<file path="src/rtl/control_sequencer_if.sv">
// Control bundle between the instruction sequencer and the datapath it steers.
// The master side is the sequencer; the slave side is the datapath.
interface control_sequencer_if;
   logic        stop;
   logic [31:0] IR;
   logic        PCout, IncPC, MARin, memRead, MDRin, MDRout, IRin;
   logic        Yin, Zin, Zlowout, Zhighout, HIin, LOin, HIout, LOout;
   logic [15:0] Rin;
   logic [15:0] Rout;
   logic [4:0]  alu_op;
   logic        run;

   modport master (
      input  stop, IR,
      output PCout, IncPC, MARin, memRead, MDRin, MDRout, IRin,
      output Yin, Zin, Zlowout, Zhighout, HIin, LOin, HIout, LOout,
      output Rin, Rout, alu_op, run
   );

   modport slave (
      output stop, IR,
      input  PCout, IncPC, MARin, memRead, MDRin, MDRout, IRin,
      input  Yin, Zin, Zlowout, Zhighout, HIin, LOin, HIout, LOout,
      input  Rin, Rout, alu_op, run
   );
endinterface

</file>
<file path="src/rtl/control_sequencer.sv">
// Moore sequencer for a three-register ALU instruction: fetch in T0..T2, then
// operand B, operand C/ALU, and writeback in T3..T5. HALT holds until clear.
module control_sequencer (
   input  logic                 clock,
   input  logic                 clear,
   control_sequencer_if.master  bus
);
   localparam logic [4:0] OpAdd = 5'b00000;
   localparam logic [4:0] OpSub = 5'b00001;
   localparam logic [4:0] OpAnd = 5'b01010;
   localparam logic [4:0] OpOr  = 5'b01011;

   typedef enum logic [2:0] {StRst, StT0, StT1, StT2, StT3, StT4, StT5, StHalt} state_e;

   state_e state_q, state_d;

   logic [4:0] opcode;
   logic [3:0] ra, rb, rc;
   logic       op_ok;
   logic       unused_ir;

   assign opcode    = bus.IR[31:27];
   assign ra        = bus.IR[26:23];
   assign rb        = bus.IR[22:19];
   assign rc        = bus.IR[18:15];
   assign unused_ir = ^bus.IR[14:0];
   assign op_ok     = (opcode == OpAdd) || (opcode == OpSub) ||
                      (opcode == OpAnd) || (opcode == OpOr);

   // clear wins over every transition, including stop in T0
   always_ff @(posedge clock) begin
      if (clear) state_q <= StRst;
      else       state_q <= state_d;
   end

   always_comb begin
      state_d      = state_q;
      bus.PCout    = 1'b0;
      bus.IncPC    = 1'b0;
      bus.MARin    = 1'b0;
      bus.memRead  = 1'b0;
      bus.MDRin    = 1'b0;
      bus.MDRout   = 1'b0;
      bus.IRin     = 1'b0;
      bus.Yin      = 1'b0;
      bus.Zin      = 1'b0;
      bus.Zlowout  = 1'b0;
      bus.Zhighout = 1'b0;
      bus.HIin     = 1'b0;
      bus.LOin     = 1'b0;
      bus.HIout    = 1'b0;
      bus.LOout    = 1'b0;
      bus.Rin      = 16'h0000;
      bus.Rout     = 16'h0000;
      bus.alu_op   = 5'b00000;
      bus.run      = 1'b1;

      unique case (state_q)
         StRst: state_d = StT0;
         StT0: begin
            bus.PCout = 1'b1;
            bus.MARin = 1'b1;
            bus.IncPC = 1'b1;
            state_d   = bus.stop ? StHalt : StT1;
         end
         StT1: begin
            bus.memRead = 1'b1;
            bus.MDRin   = 1'b1;
            state_d     = StT2;
         end
         StT2: begin
            bus.MDRout = 1'b1;
            bus.IRin   = 1'b1;
            state_d    = StT3;
         end
         StT3: begin
            if (op_ok) begin
               bus.Yin      = 1'b1;
               bus.Rout[rb] = 1'b1;
               state_d      = StT4;
            end else begin
               state_d = StHalt;
            end
         end
         StT4: begin
            bus.Zin      = 1'b1;
            bus.Rout[rc] = 1'b1;
            bus.alu_op   = opcode;
            state_d      = StT5;
         end
         StT5: begin
            bus.Zlowout = 1'b1;
            bus.Rin[ra] = 1'b1;
            state_d     = StT0;
         end
         StHalt: begin
            bus.run = 1'b0;
            state_d = StHalt;
         end
         default: state_d = StRst;
      endcase
   end
endmodule
</file>
<file path="src/flat_wrapper.sv">
// flat-port wrapper written by rule: the top's interface ports become plain ports
module control_sequencer_flat 
  (clock, clear, bus_stop, bus_IR, bus_PCout, bus_IncPC, bus_MARin, bus_memRead, bus_MDRin, bus_MDRout, bus_IRin, bus_Yin, bus_Zin, bus_Zlowout, bus_Zhighout, bus_HIin, bus_LOin, bus_HIout, bus_LOout, bus_Rin, bus_Rout, bus_alu_op, bus_run);
  control_sequencer_if bus_i ();
  input  logic clock;
  input  logic clear;
  input wire logic [$bits(bus_i.stop)-1:0] bus_stop;
  input wire logic [$bits(bus_i.IR)-1:0] bus_IR;
  output wire logic [$bits(bus_i.PCout)-1:0] bus_PCout;
  output wire logic [$bits(bus_i.IncPC)-1:0] bus_IncPC;
  output wire logic [$bits(bus_i.MARin)-1:0] bus_MARin;
  output wire logic [$bits(bus_i.memRead)-1:0] bus_memRead;
  output wire logic [$bits(bus_i.MDRin)-1:0] bus_MDRin;
  output wire logic [$bits(bus_i.MDRout)-1:0] bus_MDRout;
  output wire logic [$bits(bus_i.IRin)-1:0] bus_IRin;
  output wire logic [$bits(bus_i.Yin)-1:0] bus_Yin;
  output wire logic [$bits(bus_i.Zin)-1:0] bus_Zin;
  output wire logic [$bits(bus_i.Zlowout)-1:0] bus_Zlowout;
  output wire logic [$bits(bus_i.Zhighout)-1:0] bus_Zhighout;
  output wire logic [$bits(bus_i.HIin)-1:0] bus_HIin;
  output wire logic [$bits(bus_i.LOin)-1:0] bus_LOin;
  output wire logic [$bits(bus_i.HIout)-1:0] bus_HIout;
  output wire logic [$bits(bus_i.LOout)-1:0] bus_LOout;
  output wire logic [$bits(bus_i.Rin)-1:0] bus_Rin;
  output wire logic [$bits(bus_i.Rout)-1:0] bus_Rout;
  output wire logic [$bits(bus_i.alu_op)-1:0] bus_alu_op;
  output wire logic [$bits(bus_i.run)-1:0] bus_run;
  assign bus_i.stop = bus_stop;
  assign bus_i.IR = bus_IR;
  assign bus_PCout = bus_i.PCout;
  assign bus_IncPC = bus_i.IncPC;
  assign bus_MARin = bus_i.MARin;
  assign bus_memRead = bus_i.memRead;
  assign bus_MDRin = bus_i.MDRin;
  assign bus_MDRout = bus_i.MDRout;
  assign bus_IRin = bus_i.IRin;
  assign bus_Yin = bus_i.Yin;
  assign bus_Zin = bus_i.Zin;
  assign bus_Zlowout = bus_i.Zlowout;
  assign bus_Zhighout = bus_i.Zhighout;
  assign bus_HIin = bus_i.HIin;
  assign bus_LOin = bus_i.LOin;
  assign bus_HIout = bus_i.HIout;
  assign bus_LOout = bus_i.LOout;
  assign bus_Rin = bus_i.Rin;
  assign bus_Rout = bus_i.Rout;
  assign bus_alu_op = bus_i.alu_op;
  assign bus_run = bus_i.run;
  control_sequencer u_core (.clock(clock), .clear(clear), .bus(bus_i));
endmodule
</file>
<file path="config.mk">
export PLATFORM = sky130hd
export DESIGN_NAME = control_sequencer_flat
export DESIGN_NICKNAME = d
export VERILOG_FILES = /design/src/rtl/control_sequencer_if.sv /design/src/rtl/control_sequencer.sv /design/src/flat_wrapper.sv
export SDC_FILE = /design/constraint.sdc
export NUM_CORES = 1
export LEC_CHECK = 0
export BUFFER_PORTS_ARGS = -buffer_cell sky130_fd_sc_hd__buf_4
export CAP_MARGIN = 30
export CORE_ASPECT_RATIO = 0.8
export CORE_MARGIN = 2
export CORE_UTILIZATION = 34
export CTS_CLUSTER_DIAMETER = 40
export DETAILED_ROUTE_END_ITERATION = 6
export GPL_TIMING_DRIVEN = 1
export PLACE_DENSITY = 0.85
export SETUP_SLACK_MARGIN = 0.5
export SYNTH_ARGS = -nofsm -noshare
export SYNTH_HDL_FRONTEND = slang
export SYNTH_SLANG_ARGS = --single-unit
</file>
<file path="constraint.sdc">
create_clock -name clock -period 1.47 [get_ports clock]
set_input_delay 0.2205 -clock clock [delete_from_list [all_inputs] [get_ports clock]]
set_output_delay 0.2205 -clock clock [all_outputs]
set_load 0.1 [all_outputs]
</file>
==> results of run 1 <==
-- per-stage QoR --
step	setup WS, ns	hold slack (ns)	utilization [%]	setup TNS [ns]	cell area [um^2]
after floorplan	-0.868	0.280	-	-16.94	1280
after detailed placement	-0.264	0.392	87.2	-5.14	1910
after global placement	-0.206	0.391	87.2	-3.59	1910
-- kinds of logic after synthesis --
logic type,Yosys count,share of synthesized area [%]
AO/OA/AOI/OAI,22,20.4
XOR/XNOR,1,1.09
buffers and inverters,18,15.1
flip-flops,3,7.49
other,1,0.468
AND/OR/NAND/NOR,72,55.4
==> impl_metrics.env, run 1 <==
export IMPL_cts_buffer_depth=2
export IMPL_failed_stage="4_1_cts"
export IMPL_cts_htree_levels=1
export IMPL_yosysWarningCount=0
export IMPL_synth_distinct_cells=38
export IMPL_synthCells=117
export IMPL_placement_io_buffers=67
export IMPL_clock_sinks=3
export IMPL_syn_area_um2=802
export IMPL_cts_resized=152
export IMPL_hpwlAfterDp_um=3460
export IMPL_synth_top_area_share_pct=9.36
export IMPL_clockRootBuffer="clkbuf_4"
export IMPL_synth_top_cell_by_area="buf_4"
export IMPL_async_flop_share_pct=0
export IMPL_synth_seq_cells=3
export IMPL_die_y_um=47.4
export IMPL_post_cts_setup_buffers=2
export IMPL_syn_area_per_cell_um2=6.85
export IMPL_gp_congestion=0.919
export IMPL_synth_seq_area_share_pct=7.49
export IMPL_io_pin_count=88
export IMPL_cts_buffers=3
export IMPL_synth_flop_cell="dfxtp_1"
export IMPL_rows=15
export IMPL_dp_cells=230
export IMPL_yosysMostFrequentCell="nor2_1"
export IMPL_synth_area_top_cells="buf_4 (9.4%), dfxtp_1 (7.5%), nor2_1 (7.5%)"
export IMPL_die_x_um=58.3
export IMPL_outcome="stopped before the end"
export IMPL_error="[ERROR DPL-0038] Utilization greater than 100%, impossible to legalize"
export IMPL_start_util_pct=36.5
export IMPL_synth_commonest_cells="nor2_1 (16), buf_4 (10), nand2_1 (7)"
export IMPL_ctsHoldBuffers=0
export IMPL_synth_enable_flop_cells=0
==> inputs of run 2 (changes only) <==
--- a/config.mk
+++ b/config.mk
@@ -7,14 +7,11 @@
 export LEC_CHECK = 0
 export BUFFER_PORTS_ARGS = -buffer_cell sky130_fd_sc_hd__buf_4
 export CAP_MARGIN = 30
-export CORE_ASPECT_RATIO = 0.8
-export CORE_MARGIN = 2
-export CORE_UTILIZATION = 34
-export CTS_CLUSTER_DIAMETER = 40
+export CORE_AREA = 2 2 63 65
 export DETAILED_ROUTE_END_ITERATION = 6
+export DIE_AREA = 0 0 65 67
 export GPL_TIMING_DRIVEN = 1
-export PLACE_DENSITY = 0.85
-export SETUP_SLACK_MARGIN = 0.5
+export PLACE_DENSITY_LB_ADDON = 0.15
 export SYNTH_ARGS = -nofsm -noshare
 export SYNTH_HDL_FRONTEND = slang
 export SYNTH_SLANG_ARGS = --single-unit
==> run 2 against run 1 <==
Against the previous run: the flow now finishes, with violations (setup timing); synthesized area stayed put; synthesized cell count is the same.
==> impl_metrics.env, run 2 <==
export IMPL_antenna_cells=0
export IMPL_critPathKind="reg -> out"
export IMPL_grt_pass1_wl_um=6650
export IMPL_finalCritPeriodShare_pct=127
export IMPL_violations="setup timing"
export IMPL_critPathCaptureType="output pin"
export IMPL_outcome="complete, but fails checks"
export IMPL_hpwlAfterDp_um=2930
export IMPL_synth_top_area_share_pct=9.36
export IMPL_syn_area_um2=802
export IMPL_wirelength_um=4270
export IMPL_synthCells=117
export IMPL_synth_flop_cell="dfxtp_1"
export IMPL_layout_nets=250
export IMPL_synth_enable_flop_cells=0
export IMPL_coreArea_um2=3610
export IMPL_firstDrtPassIters=4
export IMPL_track_usage_pct=20.0
export IMPL_synth_top_cell_by_area="buf_4"
export IMPL_synth_seq_area_share_pct=7.49
export IMPL_arrival_ns=1.64
export IMPL_vias=1302
export IMPL_setup_viol=43
export IMPL_synth_seq_cells=3
export IMPL_cp_max_fo=9
export IMPL_grt_antenna_before_repair=0
export IMPL_clockRootBuffer="clkbuf_8"
export IMPL_cp_cell_sequence="nand2b_4 > or3_4 > o32ai_4 > buf_12"
export IMPL_drv_cap=0
export IMPL_avgViaCountPerCell=4.97
export IMPL_grt_overflow_total=0
export IMPL_leakage_nw=1.01
export IMPL_vdd_drop_max_uv=546
export IMPL_cts_buffer_depth=2
export IMPL_cp_start_kind="flip-flop"
export IMPL_max_freq_ghz=0.538
export IMPL_ant_nets=0
export IMPL_clock_latency_ns=0.22
export IMPL_fin_total_pwr_mw=1.21
export IMPL_mostFrequentLayoutCells="buf_12 (45), buf_4 (43), buf_6 (17)"
export IMPL_grt_pass1_vias=1393
export IMPL_crit_buf_inv=1
export IMPL_post_route_min_period_ns=1.86
export IMPL_rows=22
export IMPL_die_y_um=67
export IMPL_async_flop_share_pct=0
export IMPL_synth_commonest_cells="nor2_1 (16), buf_4 (10), nand2_1 (7)"
export IMPL_syn2layout_area_growth_pct=237
export IMPL_die_x_um=65
export IMPL_io_pin_count=88
export IMPL_rsz0062_at_grt="true"
export IMPL_grt_max_degree=15
export IMPL_cts_buffers=3
export IMPL_cpLargestDelayFamily="simple AND/OR/NAND/NOR gates"
export IMPL_slowest_delay_ns=0.39
export IMPL_clock_skew_final_ns=0.00161
export IMPL_synth_distinct_cells=38
export IMPL_gp_congestion=0.797
export IMPL_clock_sinks=3
export IMPL_routedWlPerCell_um=16.3
export IMPL_drcViolationCount=0
export IMPL_yosysMostFrequentCell="nor2_1"
export IMPL_crit_required_ns=1.25
export IMPL_initialDrtViolationCount=67
export IMPL_cts_tree="built"
export IMPL_hold_class="in -> reg"
export IMPL_critical_path_slowest_cell="or3_4"
export IMPL_placement_io_buffers=67
export IMPL_tns_ns=-10.02
export IMPL_syn_area_per_cell_um2=6.85
export IMPL_power_density_nw_per_um2=449
export IMPL_hold_viol=0
export IMPL_dieArea_um2=4360
export IMPL_yosysWarningCount=0
export IMPL_clkTransAtPathRegs_ns=0.03
export IMPL_cts_htree_levels=1
export IMPL_start_util_pct=22.2
export IMPL_synth_area_top_cells="buf_4 (9.4%), dfxtp_1 (7.5%), nor2_1 (7.5%)"
export IMPL_setup_ws_ns=-0.390
export IMPL_final_common_cell="buf_12"
export IMPL_drv_slew=0
export IMPL_drive_gt1_share_pct=80.4
-- run 2: cell counts after synthesis --
No cell type changed its count.
-- run 2: timing repair --
item | CTS | global route
hold buffers | 0 | 0
setup buffers | 5 | 3
setup endpoints to repair | 47 | 46
pin swaps | 10 | 13
gates resized for setup | 158 | 17
-- run 2: area by class of cell --
| class | count | area, um^2 |
|---|---|---|
| Fill cell | 236 | 907 |
| Tap cell | 48 | 60.1 |
| Timing Repair Buffer | 105 | 1420 |
| Sequential cell | 3 | 71.3 |
| Clock buffer | 4 | 45.0 |
| Inverter | 2 | 10.0 |
| Multi-Input combinational cell | 100 | 1100 |
-- run 2: per-layer routing --
metal | GRT usage, % | wire length [um]
met1 | 22.6 | 1560
met2 | 38.3 | 2430
met3 | 1.69 | 214
met4 | 7.71 | 55
met5 | 0 | 0
-- run 2: cells by family (layout without fill, tap and decap cells) --
| family | Yosys count | in the layout | share of synthesized area (%) |
|---|---|---|---|
| compound gates | 22 | 22 | 20.4 |
| flops | 3 | 3 | 7.49 |
| other cells | 1 | 5 | 0.468 |
| buf+inv | 18 | 111 | 15.1 |
| xor+xnor | 1 | 1 | 1.09 |
| simple gates | 72 | 72 | 55.4 |
-- run 2: worst paths after layout --
path | start | endpoint | slack [ns] | depth (start not counted)
worst max-delay path | u_core.state_q[1] | bus_Rout[2] | -0.39 | 4
worst min-delay path | clear | u_core.state_q[0] | 0.17 | 2
worst max register to register | flip-flop | u_core.state_q[1] | 0.24 | 5
worst min register to register | flip-flop | u_core.state_q[0] | 0.64 | 3
-- run 2: report_power, final --
part / internal (mW) / switching, mW
Clock: 0.186 / 0.0686
Sequential: 0.0934 / 0.0223
Combinational: 0.320 / 0.522
-- run 2: through the flow --
stage / cell area, um^2 / util, % / setup slack [ns] / hold slack [ns] / std cells
2_1_floorplan: 1240 / - / -0.868 / 0.282 / 121
3_3_place_gp: 1890 / 52.5 / -0.270 / 0.393 / 252
5_1_grt: 2700 / 74.8 / -0.441 / 0.174 / 262
4_1_cts: 2620 / 72.6 / -0.394 / 0.163 / 260
3_5_place_dp: 1890 / 52.5 / -0.275 / 0.396 / 252
6_report: 2700 / 74.8 / -0.390 / 0.172 / 262
Note: power is estimated with default switching activity, not from simulation.
